==> src/rtl/uart_rx_param.sv <==
// Parameterised UART receiver: 2-flop synchronised input, mid-bit sampling,
// optional parity, 1 or 2 stop bits, and a valid/ready output register with overrun detection.
module uart_rx_param #(
  parameter int DATA_BITS    = 8,
  parameter int CLKS_PER_BIT = 16,
  parameter int PARITY_EN    = 1,
  parameter int PARITY_ODD   = 0,
  parameter int STOP_BITS    = 1
) (
  input  logic                 clk,
  input  logic                 rst_n,
  input  logic                 rx_in,
  output logic [DATA_BITS-1:0] rx_data,
  output logic                 rx_valid,
  input  logic                 rx_ready,
  output logic                 parity_err,
  output logic                 frame_err,
  output logic                 overrun,
  output logic                 busy
);

  localparam int CW = (CLKS_PER_BIT > 1) ? $clog2(CLKS_PER_BIT) : 1;
  localparam int BW = $clog2(DATA_BITS + 1);
  localparam logic [CW-1:0] CNT_LAST  = CW'(CLKS_PER_BIT - 1);
  localparam logic [CW-1:0] CNT_HALF  = CW'(CLKS_PER_BIT / 2);
  localparam logic [BW-1:0] DATA_LAST = BW'(DATA_BITS - 1);
  localparam logic [BW-1:0] STOP_LAST = BW'(STOP_BITS - 1);
  localparam logic          ODD       = (PARITY_ODD != 0);
  localparam logic          HAS_PAR   = (PARITY_EN != 0);

  typedef enum logic [2:0] {IDLE, START, DATA, PARITY, STOP} state_t;

  state_t                 state_reg, state_next;
  logic [1:0]             sync_reg;
  logic [1:0]             fill_reg;
  logic                   prev_reg;
  logic [CW-1:0]          cnt_reg;
  logic [BW-1:0]          bit_reg;
  logic [DATA_BITS-1:0]   shift_reg;
  logic                   perr_reg;
  logic                   ferr_reg;
  logic                   rx_s;
  logic                   tick;
  logic                   fall;
  logic                   frame_done;
  logic                   par_mismatch;

  assign rx_s         = sync_reg[1];
  assign tick         = (cnt_reg == CNT_LAST);
  assign fall         = prev_reg & ~rx_s;
  assign par_mismatch = HAS_PAR & (rx_s != ((^shift_reg) ^ ODD));
  assign busy         = (state_reg != IDLE);

  // prev_reg only goes high once the synchroniser holds a genuine line sample,
  // so a line that is low out of reset (or held in break) never looks like a start edge.
  always_ff @(posedge clk or negedge rst_n) begin
    if (!rst_n) begin
      sync_reg <= 2'b11;
      fill_reg <= 2'b00;
      prev_reg <= 1'b0;
    end else begin
      sync_reg <= {sync_reg[0], rx_in};
      fill_reg <= {fill_reg[0], 1'b1};
      prev_reg <= fill_reg[1] & rx_s;
    end
  end

  always_ff @(posedge clk or negedge rst_n) begin
    if (!rst_n) state_reg <= IDLE;
    else        state_reg <= state_next;
  end

  always_comb begin
    state_next = state_reg;
    frame_done = 1'b0;
    case (state_reg)
      IDLE:   if (fall) state_next = START;
      START:  if (cnt_reg == CNT_HALF) state_next = rx_s ? IDLE : DATA;
      DATA:   if (tick && bit_reg == DATA_LAST) state_next = HAS_PAR ? PARITY : STOP;
      PARITY: if (tick) state_next = STOP;
      STOP: begin
        if (tick && bit_reg == STOP_LAST) begin
          state_next = IDLE;
          frame_done = 1'b1;
        end
      end
      default: state_next = IDLE;
    endcase
  end

  always_ff @(posedge clk or negedge rst_n) begin
    if (!rst_n) begin
      cnt_reg   <= '0;
      bit_reg   <= '0;
      shift_reg <= '0;
      perr_reg  <= 1'b0;
      ferr_reg  <= 1'b0;
    end else begin
      if (state_next != state_reg) begin
        cnt_reg <= '0;
        bit_reg <= '0;
      end else if (state_reg != IDLE) begin
        cnt_reg <= tick ? '0 : cnt_reg + CW'(1);
        if (tick && (state_reg == DATA || state_reg == STOP))
          bit_reg <= bit_reg + BW'(1);
      end

      if (state_reg == START) begin
        perr_reg <= 1'b0;
        ferr_reg <= 1'b0;
      end
      if (state_reg == DATA && tick)
        shift_reg <= {rx_s, shift_reg[DATA_BITS-1:1]};
      if (state_reg == PARITY && tick)
        perr_reg <= par_mismatch;
      if (state_reg == STOP && tick && !rx_s)
        ferr_reg <= 1'b1;
    end
  end

  // A completed frame is dropped only when the held one is not being consumed this cycle.
  always_ff @(posedge clk or negedge rst_n) begin
    if (!rst_n) begin
      rx_data    <= '0;
      rx_valid   <= 1'b0;
      parity_err <= 1'b0;
      frame_err  <= 1'b0;
      overrun    <= 1'b0;
    end else begin
      overrun <= 1'b0;
      if (frame_done) begin
        if (!rx_valid || rx_ready) begin
          rx_data    <= shift_reg;
          parity_err <= perr_reg;
          frame_err  <= ferr_reg | ~rx_s;
          rx_valid   <= 1'b1;
        end else begin
          overrun <= 1'b1;
        end
      end else if (rx_valid && rx_ready) begin
        rx_valid <= 1'b0;
      end
    end
  end

endmodule

==> config.mk <==
export PLATFORM = sky130hd
export DESIGN_NAME = uart_rx_param
export DESIGN_NICKNAME = d
export VERILOG_FILES = /design/src/rtl/uart_rx_param.sv
export SDC_FILE = /design/constraint.sdc
export NUM_CORES = 1
export LEC_CHECK = 0
export ABC_AREA = 1
export CAP_MARGIN = 30
export CORE_MARGIN = 2
export CORE_UTILIZATION = 41
export DETAILED_ROUTE_END_ITERATION = 8
export GPL_TIMING_DRIVEN = 0
export HOLD_SLACK_MARGIN = 0.1
export PLACE_DENSITY_LB_ADDON = 0.15
export REMOVE_ABC_BUFFERS = 1
export SLEW_MARGIN = 20
export SYNTH_ARGS = -nofsm -noshare
export SYNTH_HDL_FRONTEND = slang
export SYNTH_SLANG_ARGS = --single-unit
==> constraint.sdc <==
create_clock -name clk -period 3.1 [get_ports clk]
set_input_delay 0.62 -clock clk [delete_from_list [all_inputs] [get_ports clk]]
set_output_delay 0.62 -clock clk [all_outputs]
set_load 0.1 [all_outputs]
Word-level counts from Yosys, hierarchy flattened:

Cells that the tools add are included.

* register bits after elaboration: 38
* bits in latches: 0
* bits in writable memories: 0
* memory bits (read-only): 0
* input port bits: 4
* word-level logic and storage cells: 77
* memories kept: 0

* add/sub/neg operators: 2
* multiply operators: 0
* div/mod/pow operators: 0
* order comparisons: 0
* equality and inequality tests: 10
* shift operators: 0
* multiplexer cells: 23
* bitwise logic cells: 4
* reductions and logical operators: 24

Operators by type and width (count)
* 4-bit 2-to-1 mux: 6
* 3-bit 2-to-1 mux: 5
* 3-bit case mux with 5 select lines: 1
* 1-bit 2-to-1 mux: 10
* 2-bit nonzero test: 5
* 4-bit by 1-bit adder with 4-bit output (second input constant): 2
* 4-bit == test (second input constant): 2
* 1-bit logical AND: 8
* 8-bit parity: 1
* 3-bit by 2-bit == test with 1-bit output (second input constant): 2
* 2-bit AND reduction: 3
* 4-bit by 3-bit == test with 1-bit output (second input constant): 1
* 4-bit zero test: 1
* 3-bit by 1-bit == test with 1-bit output (second input constant): 1
* 3-bit == test (second input constant): 1
* 3-bit zero test: 1
* 3-bit != test: 1
* 3-bit nonzero test: 1
* 1-bit AND: 2
* 1-bit zero test: 2
* 1-bit logical OR: 2
* 2-bit 2-to-1 mux: 1
* 2-bit by 1-bit != test with 1-bit output (second input constant): 1
* 1-bit != test: 1
* other kinds (2): 2

Longest topological paths before layout:

* word-level depth: 7
* gate-level depth with buffers: 11
* gate-level depth less buffers: 11

Worst setup path after synthesis:

No wires, ideal clock.

* path kind: register to output
* start point: register state_reg[0]
* end point: output busy
* data arrival time: 1254 ps
* required time: 2480 ps
* slack: 1226 ps
* stages on the path, launching flop included: 5
* buffers on the path: 0
* cell sequence: dfrtp_1 > inv_1 > nand2_1 > nor2_1 > inv_1

* longest elaborated chain between the ends: 1

RTL lines
* from (decl): line 33 `state_t state_reg, state_next;`
* from (signal assigned): line 70 `else state_reg <= state_next;`
* 3-bit nonzero test: line 52 `assign busy = (state_reg != IDLE);`
* to (decl): line 19 `output logic busy`

No other way between the ends.

Final worst setup path:

Same ends and word-level chain as after synthesis.

==> results.rst <==
.. list-table::
   :header-rows: 1

   * - Metric
     - Value
   * - Slew margin rel.
     - 35.5%
   * - Worst slew pin tran
     - about 0.97 ns
   * - Clock Sinks
     - 38
   * - Number of buffers between clock root and the deepest sink
     - 2
   * - Worst skew pair latency
     - 0.28 ns
   * - Number of storage elements in the synthesis netlist
     - 38
   * - Number of iterations in the first detailed-routing pass
     - 4
   * - Worst r2r src
     - cnt_reg[1]
   * - YS warnings
     - 0
   * - Estimated wirelength of the detail-placed design
     - 2290 um
   * - Full die area
     - 5150 um^2
   * - Worst-case vdd ir drop
     - approximately 0.00028 V
   * - Delay of the slowest cell on the worst path
     - roughly 1.2 ns
   * - Share of synthesized cell area in and, or, nand and nor gates
     - a little over a quarter
   * - Core outline area
     - 4380 um^2
   * - Dominant combinational cell family by area after synthesis
     - simple AND/OR/NAND/NOR gates
   * - Cell with the largest stage delay on the worst path
     - sky130_fd_sc_hd__clkdlybuf4s50_1
   * - Post-route setup TNS
     - 0 ns
   * - Antenna Violating Nets Remaining
     - 0
   * - Kind of path behind the tightest hold check
     - primary input to asynchronous set/reset pin
   * - Number of vias per cell
     - about 4.6
   * - Cell with the most instances on the worst path
     - sky130_fd_sc_hd__inv_1
   * - Part of the total power dissipated in the clock network
     - a little under a third
   * - Horiz. Die Dim
     - roughly 72 um
   * - Final critical-path required period
     - approximately 2.9 ns
   * - Power density over cell area
     - 596 nW/um^2
   * - Tcrit/Tclk final
     - slightly above 90%
   * - Combinational share of power
     - 26.4%
   * - Sequence of cells on the critical path
     - inv_1, nand2_1, nor2_1, inv_1, clkdlybuf4s50_1
   * - DRC
     - 0
   * - Post-synthesis xor/xnor area fraction
     - 3.26%
   * - CP Max Fanout
     - 5
   * - Status
     - completed
   * - Number of rows created at floorplan
     - 24
   * - Final Instance Area
     - 2210 um^2
   * - Worst reg-to-reg setup slack
     - 1.35 ns
   * - Initial antenna violation count
     - 0
   * - Data required time at the worst endpoint
     - approximately 2.5 ns
   * - Global placer's final weighted congestion
     - a little over 0.8
   * - Fraction of synthesized area in multiplexers
     - 0%
   * - Average wire per cell in the routed design
     - 10.5 um
   * - Post-Synth Adder-Cell Area
     - 2.66%
   * - Cells after Synth
     - 223
   * - DIE HEIGHT
     - slightly above 70 um
   * - Pin count of the biggest net entering global routing
     - 27
   * - Worst R2R End
     - bit_reg[0]
   * - Total of hold buffers inserted after clock tree synthesis
     - 0
   * - Synth Area in Compound Gates
     - about 8.6%
   * - Total CTS buffers
     - 5
   * - Maximum clock frequency
     - 0.346 GHz
   * - Cell taking the most area after synthesis
     - sky130_fd_sc_hd__dfrtp_1
   * - Mean instance size in the synthesized netlist
     - 8.44 um^2
   * - Static Leakage
     - 1.04 nW
   * - Worst R2R Path Depth
     - 8
   * - Wire length of the first global-routing pass
     - between 5000 and 6000 um
   * - Placed Area
     - 2110 um^2
   * - Category of the most critical setup path
     - flip-flop to output pin
   * - Share of total power consumed by net switching
     - 33.9%
   * - Number of top-level pins
     - 17
   * - Max Clock Skew
     - roughly 0.0037 ns
   * - Total via count after detailed routing
     - between 1000 and 1500
   * - Setup repair after global routing missed its margin
     - false
   * - Gr ovfl total
     - 0
   * - Number of buffers added for setup after CTS
     - 0
   * - Via count of the first global-routing pass
     - 1345
   * - Syn Std Cell Area
     - 1880 um^2
   * - Root Buffer Master
     - sky130_fd_sc_hd__clkbuf_8
   * - Aggregate routed wire length
     - 3140 um
   * - Kind of launch point of the worst setup path
     - flip-flop
   * - CP endpoint kind
     - output pin
   * - Share of layout cells above drive strength 1
     - 12.2%
   * - Antenna diodes
     - 0
   * - Switching pwr
     - around 450 uW
   * - Port bufs
     - 16
   * - Worst Path Arrival
     - 2.27 ns
   * - Effective utilization at floorplan
     - 43.0%
   * - Share of total power in sequential cells
     - ~43%
   * - Relative area change from synthesis to final layout
     - 17.5%
   * - First-iteration detailed-routing DRC count
     - just under 90
   * - Synth cell types
     - 24
   * - H-tree levels
     - 2
   * - Final setup violation count
     - 0
   * - Max-cap violations
     - 0
   * - Final Hold Viols
     - 0
   * - Internal Dissipation
     - about 870 uW
   * - Biggest area contributors in the synthesized netlist
     - sky130_fd_sc_hd__dfrtp_1 (48%), sky130_fd_sc_hd__nand2_1 (13%), sky130_fd_sc_hd__inv_1 (6.0%)
   * - Total number of nets in the final design
     - ~250
   * - Post-cts gate resize count
     - 0
   * - Clock-pin slew of the registers on the worst-case setup and hold paths
     - 0.07 ns
   * - Final Max Tran Viols
     - 0
   * - Overall fraction of global-route tracks in use
     - between 10 and 15%
   * - Sequential element share of the synthesized area
     - between 50% and 60%
   * - TritonCTS clock tree
     - done
   * - Yosys top cell area share
     - between 40% and 50%
==> worst max-delay path by stage <==
stage | from | to | slack (ns) | cells past startpoint
5_1_grt | state_reg[0] | busy | 0.06 | 5
3_3_place_gp | rst_n | cnt_reg[2] | 0.48 | 1
3_5_place_dp | state_reg[0] | busy | 0.53 | 5
4_1_cts | state_reg[0] | busy | 0.20 | 5
6_report | state_reg[0] | busy | 0.21 | 5
2_1_floorplan | state_reg[0] | busy | 1.23 | 4
==> cell families (layout without fill, tap and decap cells) <==
group,after synthesis,in the layout
AO/OA/AOI/OAI,25,25
AND/OR/NAND/NOR,112,112
XOR/XNOR,7,7
buffers and inverters,36,59
adder cells (fa/ha/maj),4,4
flip-flops,38,38
other,1,1
==> Yosys cell counts <==
cell type                  n
sky130_fd_sc_hd__a32o_1    1
sky130_fd_sc_hd__inv_2     4
sky130_fd_sc_hd__nor2_2    1
sky130_fd_sc_hd__o21ai_0  11
sky130_fd_sc_hd__ha_1      4
sky130_fd_sc_hd__o21ai_2   8
sky130_fd_sc_hd__nand2_1  66
sky130_fd_sc_hd__xnor2_1   2
sky130_fd_sc_hd__dfrtp_1  36
sky130_fd_sc_hd__buf_6     1
sky130_fd_sc_hd__dfstp_2   2
sky130_fd_sc_hd__nand4_1   2
sky130_fd_sc_hd__buf_2     1
sky130_fd_sc_hd__nand4_4   1
sky130_fd_sc_hd__a31oi_1   1
sky130_fd_sc_hd__nand3_1  13
sky130_fd_sc_hd__nor3b_1   1
sky130_fd_sc_hd__nand3_2   1
sky130_fd_sc_hd__inv_1    30
sky130_fd_sc_hd__nor2_4    5
sky130_fd_sc_hd__xor2_1    5
sky130_fd_sc_hd__nor2_1   22
sky130_fd_sc_hd__a21oi_1   4
sky130_fd_sc_hd__conb_1    1
==> stage by stage <==
step / setup WS [ns] / hold WS (ns) / total power [mW] / utilization (%) / std cells
after floorplan: 1.23 / 0.324 / 0.839 / - / 221
after global placement: 0.479 / 0.333 / 0.923 / 47.7 / 289
after detailed placement: 0.526 / 0.340 / 0.929 / 48.1 / 290
after CTS: 0.200 / 0.220 / 1.34 / 50.5 / 298
after global routing: 0.0590 / 0.233 / 1.40 / 50.5 / 298
final: 0.212 / 0.219 / 1.32 / 50.5 / 298
==> layout by cell type (no fill, tap or decap) <==
cell type	count
sky130_fd_sc_hd__bufinv_16	1
sky130_fd_sc_hd__nand3_1	13
sky130_fd_sc_hd__buf_12	1
sky130_fd_sc_hd__nand4_1	2
sky130_fd_sc_hd__a32o_1	1
sky130_fd_sc_hd__ha_1	4
sky130_fd_sc_hd__nor2_2	1
sky130_fd_sc_hd__nand3_2	1
sky130_fd_sc_hd__nand2_1	66
sky130_fd_sc_hd__inv_2	4
sky130_fd_sc_hd__nor2_1	22
sky130_fd_sc_hd__conb_1	1
sky130_fd_sc_hd__clkbuf_1	2
sky130_fd_sc_hd__o21ai_2	8
sky130_fd_sc_hd__nor2_4	5
sky130_fd_sc_hd__xnor2_1	2
sky130_fd_sc_hd__o21ai_0	11
sky130_fd_sc_hd__a31oi_1	1
sky130_fd_sc_hd__nor3b_1	1
sky130_fd_sc_hd__dfrtp_1	36
sky130_fd_sc_hd__buf_2	1
sky130_fd_sc_hd__xor2_1	5
sky130_fd_sc_hd__dfstp_2	2
sky130_fd_sc_hd__a21oi_1	4
sky130_fd_sc_hd__clkbuf_8	5
sky130_fd_sc_hd__clkdlybuf4s50_1	15
sky130_fd_sc_hd__nand4_4	1
sky130_fd_sc_hd__inv_1	30
==> layout make-up <==
cell class,count,area [um^2]
multi-input combinational,149,786
clock buffer,7,76.3
inverter,34,128
sequential,38,953
timing repair buffer,17,175
fill,423,2170
clock inverter,1,30.0
tap,52,65.1
==> critical path, delay by kind of cell, from the launching register on <==
family / cells / cell delay, ns
buffers and inverters: 3 / 1.36
AND/OR/NAND/NOR: 2 / 0.23
flip-flops: 1 / 0.38
==> metal layers <==
metal | wire length, um | up-vias | global-route usage (%)
li1 | - | 732 | -
met1 | 1630 | 594 | 20.1
met2 | 1340 | 23 | 22.1
met3 | 114 | 8 | 4.50
met4 | 54 | 0 | 5.87
met5 | 0 | - | 0
==> power by group through the flow <==
stage	Combinational (mW)	Sequential, mW	Clock [mW]
4_1_cts	0.354	0.566	0.418
3_5_place_dp	0.353	0.576	0
6_report	0.348	0.566	0.405
5_1_grt	0.396	0.572	0.433
2_1_floorplan	0.234	0.604	0
3_3_place_gp	0.348	0.575	0
No activity file was read; power rests on OpenSTA's default activity.
